$ cat src/rtl/alu_pkg.sv
// Shared definitions for the ALU arbiter: funct3 opcodes and arbiter FSM states.
package alu_pkg;

  localparam logic [2:0] ALU_ADD  = 3'b000;
  localparam logic [2:0] ALU_SLL  = 3'b001;
  localparam logic [2:0] ALU_SLT  = 3'b010;
  localparam logic [2:0] ALU_SLTU = 3'b011;
  localparam logic [2:0] ALU_XOR  = 3'b100;
  localparam logic [2:0] ALU_SRL  = 3'b101;
  localparam logic [2:0] ALU_OR   = 3'b110;
  localparam logic [2:0] ALU_AND  = 3'b111;

  typedef enum logic [1:0] {
    IDLE = 2'd0,
    BUSY = 2'd1,
    RESP = 2'd2
  } arb_state_e;

endpackage

$ cat src/rtl/alu_arb_pick.sv
// One-hot grant picker: rotates requests so ptr_i is bit 0, takes the lowest set bit,
// then rotates the grant back into requester order.
module alu_arb_pick #(
  parameter int NREQ = 2,
  localparam int PW  = (NREQ > 1) ? $clog2(NREQ) : 1
) (
  input  logic [NREQ-1:0] req_i,
  input  logic [PW-1:0]   ptr_i,
  output logic [NREQ-1:0] gnt_o
);

  logic [NREQ-1:0] rotReq;
  logic [NREQ-1:0] rotGnt;
  logic [PW-1:0]   srcIdx;

  always_comb begin
    rotReq = '0;
    gnt_o  = '0;
    srcIdx = '0;
    for (int i = 0; i < NREQ; i++) begin
      srcIdx    = PW'((i + int'(ptr_i)) % NREQ);
      rotReq[i] = req_i[srcIdx];
    end
    // Isolating the lowest set bit gives fixed priority in the rotated frame.
    rotGnt = rotReq & (-rotReq);
    for (int i = 0; i < NREQ; i++) begin
      srcIdx        = PW'((i + int'(ptr_i)) % NREQ);
      gnt_o[srcIdx] = rotGnt[i];
    end
  end

endmodule

$ cat src/rtl/alu_arbiter.sv
// Shares one ALU between NREQ requesters, one operation in flight at a time.
// Define ALU_ARB_RR_EN for round-robin arbitration; otherwise lowest index wins.
module alu_arbiter
  import alu_pkg::*;
#(
  parameter int NREQ    = 2,
  parameter int XLEN    = 32,
  parameter int ALU_LAT = 1
) (
  input  logic                 clk_i,
  input  logic                 rst_i,
  input  logic [NREQ-1:0]      req_valid_i,
  output logic [NREQ-1:0]      req_ready_o,
  input  logic [NREQ*XLEN-1:0] req_rs1_i,
  input  logic [NREQ*XLEN-1:0] req_rs2_i,
  input  logic [NREQ*3-1:0]    req_funct3_i,
  input  logic [NREQ-1:0]      req_funct7_i,
  output logic [NREQ-1:0]      rsp_valid_o,
  input  logic [NREQ-1:0]      rsp_ready_i,
  output logic [XLEN-1:0]      rsp_rd_o,
  output logic                 rsp_z_o,
  output logic [XLEN-1:0]      alu_rs1_o,
  output logic [XLEN-1:0]      alu_rs2_o,
  output logic [2:0]           alu_funct3_o,
  output logic                 alu_funct7_o,
  input  logic [XLEN-1:0]      alu_rd_i,
  input  logic                 alu_z_i
);

  localparam int IW = $clog2(NREQ);
  localparam int CW = (ALU_LAT > 0) ? $clog2(ALU_LAT + 1) : 1;

  arb_state_e      state_q, state_d;
  logic [IW-1:0]   ownerIdx_q, ownerIdx_d;
  logic [CW-1:0]   cnt_q, cnt_d;
  logic [XLEN-1:0] aluRs1_q, aluRs1_d, aluRs2_q, aluRs2_d;
  logic [2:0]      aluF3_q, aluF3_d;
  logic            aluF7_q, aluF7_d;
  logic [XLEN-1:0] rspRd_q, rspRd_d;
  logic            rspZ_q, rspZ_d;

  logic [NREQ-1:0] grant;
  logic [IW-1:0]   grantIdx;
  logic [IW-1:0]   startPtr;
  logic            accept;
  logic [XLEN-1:0] selRs1, selRs2;
  logic [2:0]      selF3;
  logic            selF7;

`ifdef ALU_ARB_RR_EN
  logic [IW-1:0] ptr_q, ptr_d;

  assign startPtr = ptr_q;

  always_comb begin
    ptr_d = ptr_q;
    if (accept) ptr_d = IW'((int'(grantIdx) + 1) % NREQ);
  end

  always_ff @(posedge clk_i) begin
    if (rst_i) ptr_q <= '0;
    else       ptr_q <= ptr_d;
  end
`else
  assign startPtr = '0;
`endif

  alu_arb_pick #(.NREQ(NREQ)) u_pick (
    .req_i (req_valid_i),
    .ptr_i (startPtr),
    .gnt_o (grant)
  );

  always_comb begin
    grantIdx = '0;
    selRs1   = '0;
    selRs2   = '0;
    selF3    = '0;
    selF7    = 1'b0;
    for (int i = 0; i < NREQ; i++) begin
      if (grant[i]) begin
        grantIdx = IW'(i);
        selRs1   = req_rs1_i[i*XLEN +: XLEN];
        selRs2   = req_rs2_i[i*XLEN +: XLEN];
        selF3    = req_funct3_i[i*3 +: 3];
        selF7    = req_funct7_i[i];
      end
    end
  end

  assign req_ready_o = (state_q == IDLE && !rst_i) ? grant : '0;
  assign accept      = |(req_valid_i & req_ready_o);

  always_comb begin
    state_d    = state_q;
    ownerIdx_d = ownerIdx_q;
    cnt_d      = cnt_q;
    aluRs1_d   = aluRs1_q;
    aluRs2_d   = aluRs2_q;
    aluF3_d    = aluF3_q;
    aluF7_d    = aluF7_q;
    rspRd_d    = rspRd_q;
    rspZ_d     = rspZ_q;
    case (state_q)
      IDLE: begin
        if (accept) begin
          aluRs1_d   = selRs1;
          aluRs2_d   = selRs2;
          aluF3_d    = selF3;
          aluF7_d    = selF7;
          ownerIdx_d = grantIdx;
          cnt_d      = CW'(ALU_LAT);
          state_d    = BUSY;
        end
      end
      BUSY: begin
        // Operands stay frozen here so a registered ALU sees them for ALU_LAT edges.
        if (cnt_q != '0) begin
          cnt_d = cnt_q - CW'(1);
        end else begin
          rspRd_d = alu_rd_i;
          rspZ_d  = alu_z_i;
          state_d = RESP;
        end
      end
      RESP: begin
        if (rsp_ready_i[ownerIdx_q]) state_d = IDLE;
      end
      default: state_d = IDLE;
    endcase
  end

  always_comb begin
    rsp_valid_o = '0;
    if (state_q == RESP) rsp_valid_o[ownerIdx_q] = 1'b1;
  end

  always_ff @(posedge clk_i) begin
    if (rst_i) begin
      state_q    <= IDLE;
      ownerIdx_q <= '0;
      cnt_q      <= '0;
      aluRs1_q   <= '0;
      aluRs2_q   <= '0;
      aluF3_q    <= ALU_ADD;
      aluF7_q    <= 1'b0;
      rspRd_q    <= '0;
      rspZ_q     <= 1'b0;
    end else begin
      state_q    <= state_d;
      ownerIdx_q <= ownerIdx_d;
      cnt_q      <= cnt_d;
      aluRs1_q   <= aluRs1_d;
      aluRs2_q   <= aluRs2_d;
      aluF3_q    <= aluF3_d;
      aluF7_q    <= aluF7_d;
      rspRd_q    <= rspRd_d;
      rspZ_q     <= rspZ_d;
    end
  end

  assign rsp_rd_o     = rspRd_q;
  assign rsp_z_o      = rspZ_q;
  assign alu_rs1_o    = aluRs1_q;
  assign alu_rs2_o    = aluRs2_q;
  assign alu_funct3_o = aluF3_q;
  assign alu_funct7_o = aluF7_q;

endmodule
$ cat config.mk
export PLATFORM = sky130hd
export DESIGN_NAME = alu_arbiter
export DESIGN_NICKNAME = d
export VERILOG_FILES = /design/src/rtl/alu_pkg.sv /design/src/rtl/alu_arb_pick.sv /design/src/rtl/alu_arbiter.sv
export SDC_FILE = /design/constraint.sdc
export NUM_CORES = 1
export LEC_CHECK = 0
export BUFFER_PORTS_ARGS = -buffer_cell sky130_fd_sc_hd__buf_2
export CAP_MARGIN = 5
export CORE_MARGIN = 10
export CORE_UTILIZATION = 45
export DETAILED_ROUTE_END_ITERATION = 7
export GPL_TIMING_DRIVEN = 0
export PLACE_DENSITY = 0.81
export SETUP_SLACK_MARGIN = 0.2
export SLEW_MARGIN = 10
export SYNTH_ARGS = -nofsm -noshare
export SYNTH_HDL_FRONTEND = slang
export SYNTH_SLANG_ARGS = --single-unit
$ cat constraint.sdc
create_clock -name clk_i -period 3.35 [get_ports clk_i]
set_input_delay 0.335 -clock clk_i [delete_from_list [all_inputs] [get_ports clk_i]]
set_output_delay 0.335 -clock clk_i [all_outputs]
set_load 0.01 [all_outputs]
==> reports/qor.txt <==
SETUP PATH
----------------------------------------------------------------------------------------
Capturing element type of the critical path                                  output port
Critical Path Stages                                                                   5
Launch point of the critical path                                           state_q[0]$_SDFFE_PP0P_
Startpoint class of the critical path                                           register
Worst r2r dst                                                               alu_rs2_o[10]$_SDFFE_PP0P_
Critical Path Fanout Max                                                              10
Worst setup slack for register-to-register paths                                 1.47 ns
Critical path's most frequent cell                                                 buf_2
Critical path's top delay family                                            buffers and inverters
Slowest stage cell on the critical path                                           nor3_2
Worst flop-to-flop path startpoint                                          state_q[0]$_SDFFE_PP0P_
Arrival time of the worst setup path                                             2.16 ns
Buf+Inv Stages, Crit Path                                                              3
Chain of cells forming the critical path                                    buf_2 > nor3_2 > clkbuf_1 > and2_1 > buf_2
CP max stage delay                                                               0.50 ns
Worst Path Class, Setup                                                       reg -> out
Worst Setup EP                                                              req_ready_o[0]
Crit path required time                                                          3.01 ns
Worst Reg-to-Reg Cells                                                                 5

OUTCOME
----------------------------------------------------------------------------------------
Result of the run                                                              completed

PWR
----------------------------------------------------------------------------------------
Worst IR drop on VDD                                                              260 uV
Overall power                                                                    3040 uW
Static leakage                                                                0.00292 uW
Power per Cell Area                                                          480 nW/um^2

CLOCKING
----------------------------------------------------------------------------------------
Clock-pin transition on the worst setup and hold timing paths                    0.12 ns
Buffers inserted by post-CTS timing repair                                             0
Clock Tree Buf Depth                                                                   2
Cell at the root of the clock tree                                              clkbuf_8
Source-to-sink clock delay at the later pin of the worst-skew pair               0.37 ns
Total clock sinks                                                                    105
CTS Hold Buffers Added                                                                 0
Total CTS buffers                                                                      9
Clock tree from TritonCTS                                                          built
Total of cells resized after clock tree synthesis                                      0
Number of levels in the clock H-tree                                                   3

FLOORPLANNING
----------------------------------------------------------------------------------------
Number of placement rows                                                              36
I/O pin total                                                                        280
Die Ht                                                                            121 um
Starting Density                                                                   46.3%
Horizontal extent of the die                                                      121 um
Total Die Area                                                                14500 um^2
Area of the core                                                               9820 um^2

ROUTE
----------------------------------------------------------------------------------------
DRT iter0 DRCs                                                                       272
Drt total wl                                                                    17800 um
Number of search-and-repair iterations in the first detailed-routing pass              4
DRC                                                                                    0
Vias per cell                                                                       5.38
Wire per inst                                                                    18.8 um
Total via count after detailed routing                                              5092
Antenna Violating Nets Remaining                                                       0

PLACED DESIGN
----------------------------------------------------------------------------------------
Worst setup slack before clock tree synthesis                                    1.08 ns
Number of buffers inserted by port buffering                                         278
GP Congestion                                                                      0.857
Total instance count after detailed placement                                        928
Half-perimeter wire length after placement                                      14500 um

SYNTHESIS
----------------------------------------------------------------------------------------
Total number of yosys warnings                                                         0
Proportion of synthesized chip area in sequential cells                            46.2%
Synth Register Bits                                                                  105
Summed instance area of the synthesized netlist                                4550 um^2
Cell count after synthesis                                                           517
Most frequently used flop master after synthesis                                 dfxtp_1
Post-synthesis net count                                                             692
Number of flops mapped to enable cells by yosys                                        0
Unique cell type count in the Yosys netlist                                           25
Share of synthesized flip-flops with an asynchronous set or reset                     0%
Post-synthesis average cell area                                               8.80 um^2

HOLD PATH
----------------------------------------------------------------------------------------
Class of the worst hold path                                                   in -> reg

JOB
----------------------------------------------------------------------------------------
Max Cap Viol                                                                           0

TIMING
----------------------------------------------------------------------------------------
Final critical path time including I/O delays and setup                          2.49 ns
Slew margin rel.                                                                   54.5%
Maximum clock skew at final layout                                             0.0140 ns
Fmax                                                                             402 MHz
Count of endpoints failing hold in the final timing report                             0
Final setup vio count                                                                  0
Crit share post-route                                                              74.3%
Max Slew Vio Count                                                                     0
Unrepaired setup endpoints after global routing                                    false
Final-layout setup total negative slack                                             0 ns
Transition at the pin with the smallest max-transition slack                    0.683 ns
Final worst setup slack                                                         0.860 ns

FINAL LAYOUT
----------------------------------------------------------------------------------------
Layout fillers                                                                       879
Number of cells in the finished layout apart from fillers                            946
Commonest non-fill, non-tap cell in the layout                                     buf_2
Share of final-layout standard cells stronger than drive strength 1                40.6%
Area Growth Syn to Fin                                                             39.3%
Nets@finish                                                                          981
End-of-flow core utilization                                                       64.5%
Most frequent cells in the layout                                           buf_2 (286), a21oi_1 (131), dfxtp_1 (105)

GRT
----------------------------------------------------------------------------------------
First-pass GRT wire length                                                      27500 um
Initial antenna violation count                                                        1
Global route total overflow                                                            0
All-Layer GR Usage                                                                 23.0%
Largest net degree at the start of global routing                                     21
Vias in the first global route                                                      5306

-- how the worst min path moves through the flow --
| stage | start | endpoint | depth (start not counted) |
|---|---|---|---|
| 2_1_floorplan | alu_rd_i[0] | rsp_rd_o[0]$_SDFFE_PP0P_ | 2 |
| 3_3_place_gp | rsp_rd_o[24]$_SDFFE_PP0P_ | rsp_rd_o[24]$_SDFFE_PP0P_ | 2 |
| 3_5_place_dp | rsp_z_o$_SDFFE_PP0P_ | rsp_z_o$_SDFFE_PP0P_ | 2 |
| 4_1_cts | alu_rd_i[18] | rsp_rd_o[18]$_SDFFE_PP0P_ | 3 |
| 5_1_grt | alu_rd_i[13] | rsp_rd_o[13]$_SDFFE_PP0P_ | 3 |
| 6_report | alu_rd_i[15] | rsp_rd_o[15]$_SDFFE_PP0P_ | 3 |
-- cells in the mapped netlist (2+ instances only) --
master / n / share of area (%)
and2_1: 2 / 0.28
a211oi_2: 20 / 5.5
nand2_1: 67 / 5.5
a211oi_1: 49 / 8.1
nor3_1: 2 / 0.22
dfxtp_1: 105 / 46
a22oi_1: 41 / 6.8
and3b_1: 27 / 5.2
buf_6: 3 / 0.74
a21oi_1: 131 / 14
buf_2: 8 / 0.88
clkbuf_1: 49 / 4.0
-- where the power goes --
part	total [uW]	leakage (uW)	internal, uW	switching, uW
registers	1430	0.000863	1370	64.7
logic	759	0.00195	321	438
clock network	849	0.000111	369	480
-- cell families after synthesis --
kind of cell           after synthesis  synth area share (%)
multiplexers                         2                 0.468
AND/OR/NAND/NOR                    107                  12.7
AO/OA/AOI/OAI                      241                  34.8
buffers and inverters               62                  5.83
flip-flops                         105                  46.2
-- cell type report --
cell class / count / area [um^2] / share of cell area, %
plain buffers: 61 / 262 / 4.13
well taps: 133 / 166 / 2.63
clock buffers: 9 / 124 / 1.96
flip-flops and latches: 105 / 2100 / 33.2
multi-input cells: 350 / 2180 / 34.4
inverters: 1 / 3.75 / 0.0593
diodes: 2 / 5.00 / 0.0790
repair buffers: 278 / 1390 / 22.0
clock inverters: 7 / 100 / 1.58
-- metrics by stage --
stage	area, um^2	hold WS, ns
CTS	6330	0.175
finish	6330	0.187
global placement	6110	0.439
floorplan	4550	0.471
detailed placement	6110	0.444
global route	6330	0.172
-- registers in the layout, summed over array words and instances (netlist names) --
register / cells
alu_funct3_o: 3
alu_funct7_o: 1
alu_rs1_o: 32
alu_rs2_o: 32
cnt_q: 1
ownerIdx_q: 1
rsp_rd_o: 32
rsp_z_o: 1
state_q: 2
-- tightest hold or removal path, cell delays in order --
cell and delay [ns]:
buf_2 0.09, nand2_1 0.04, a21oi_1 0.05
-- routing by layer --
layer	part of all wire, %	global-route usage [%]	vias up
li1	-	-	2481
met3	9.7	9.21	22
met5	0	0	-
met4	1.7	6.49	0
met1	37	23.5	2381
met2	51	42.4	208
Note: power is estimated with default switching activity, not from simulation.
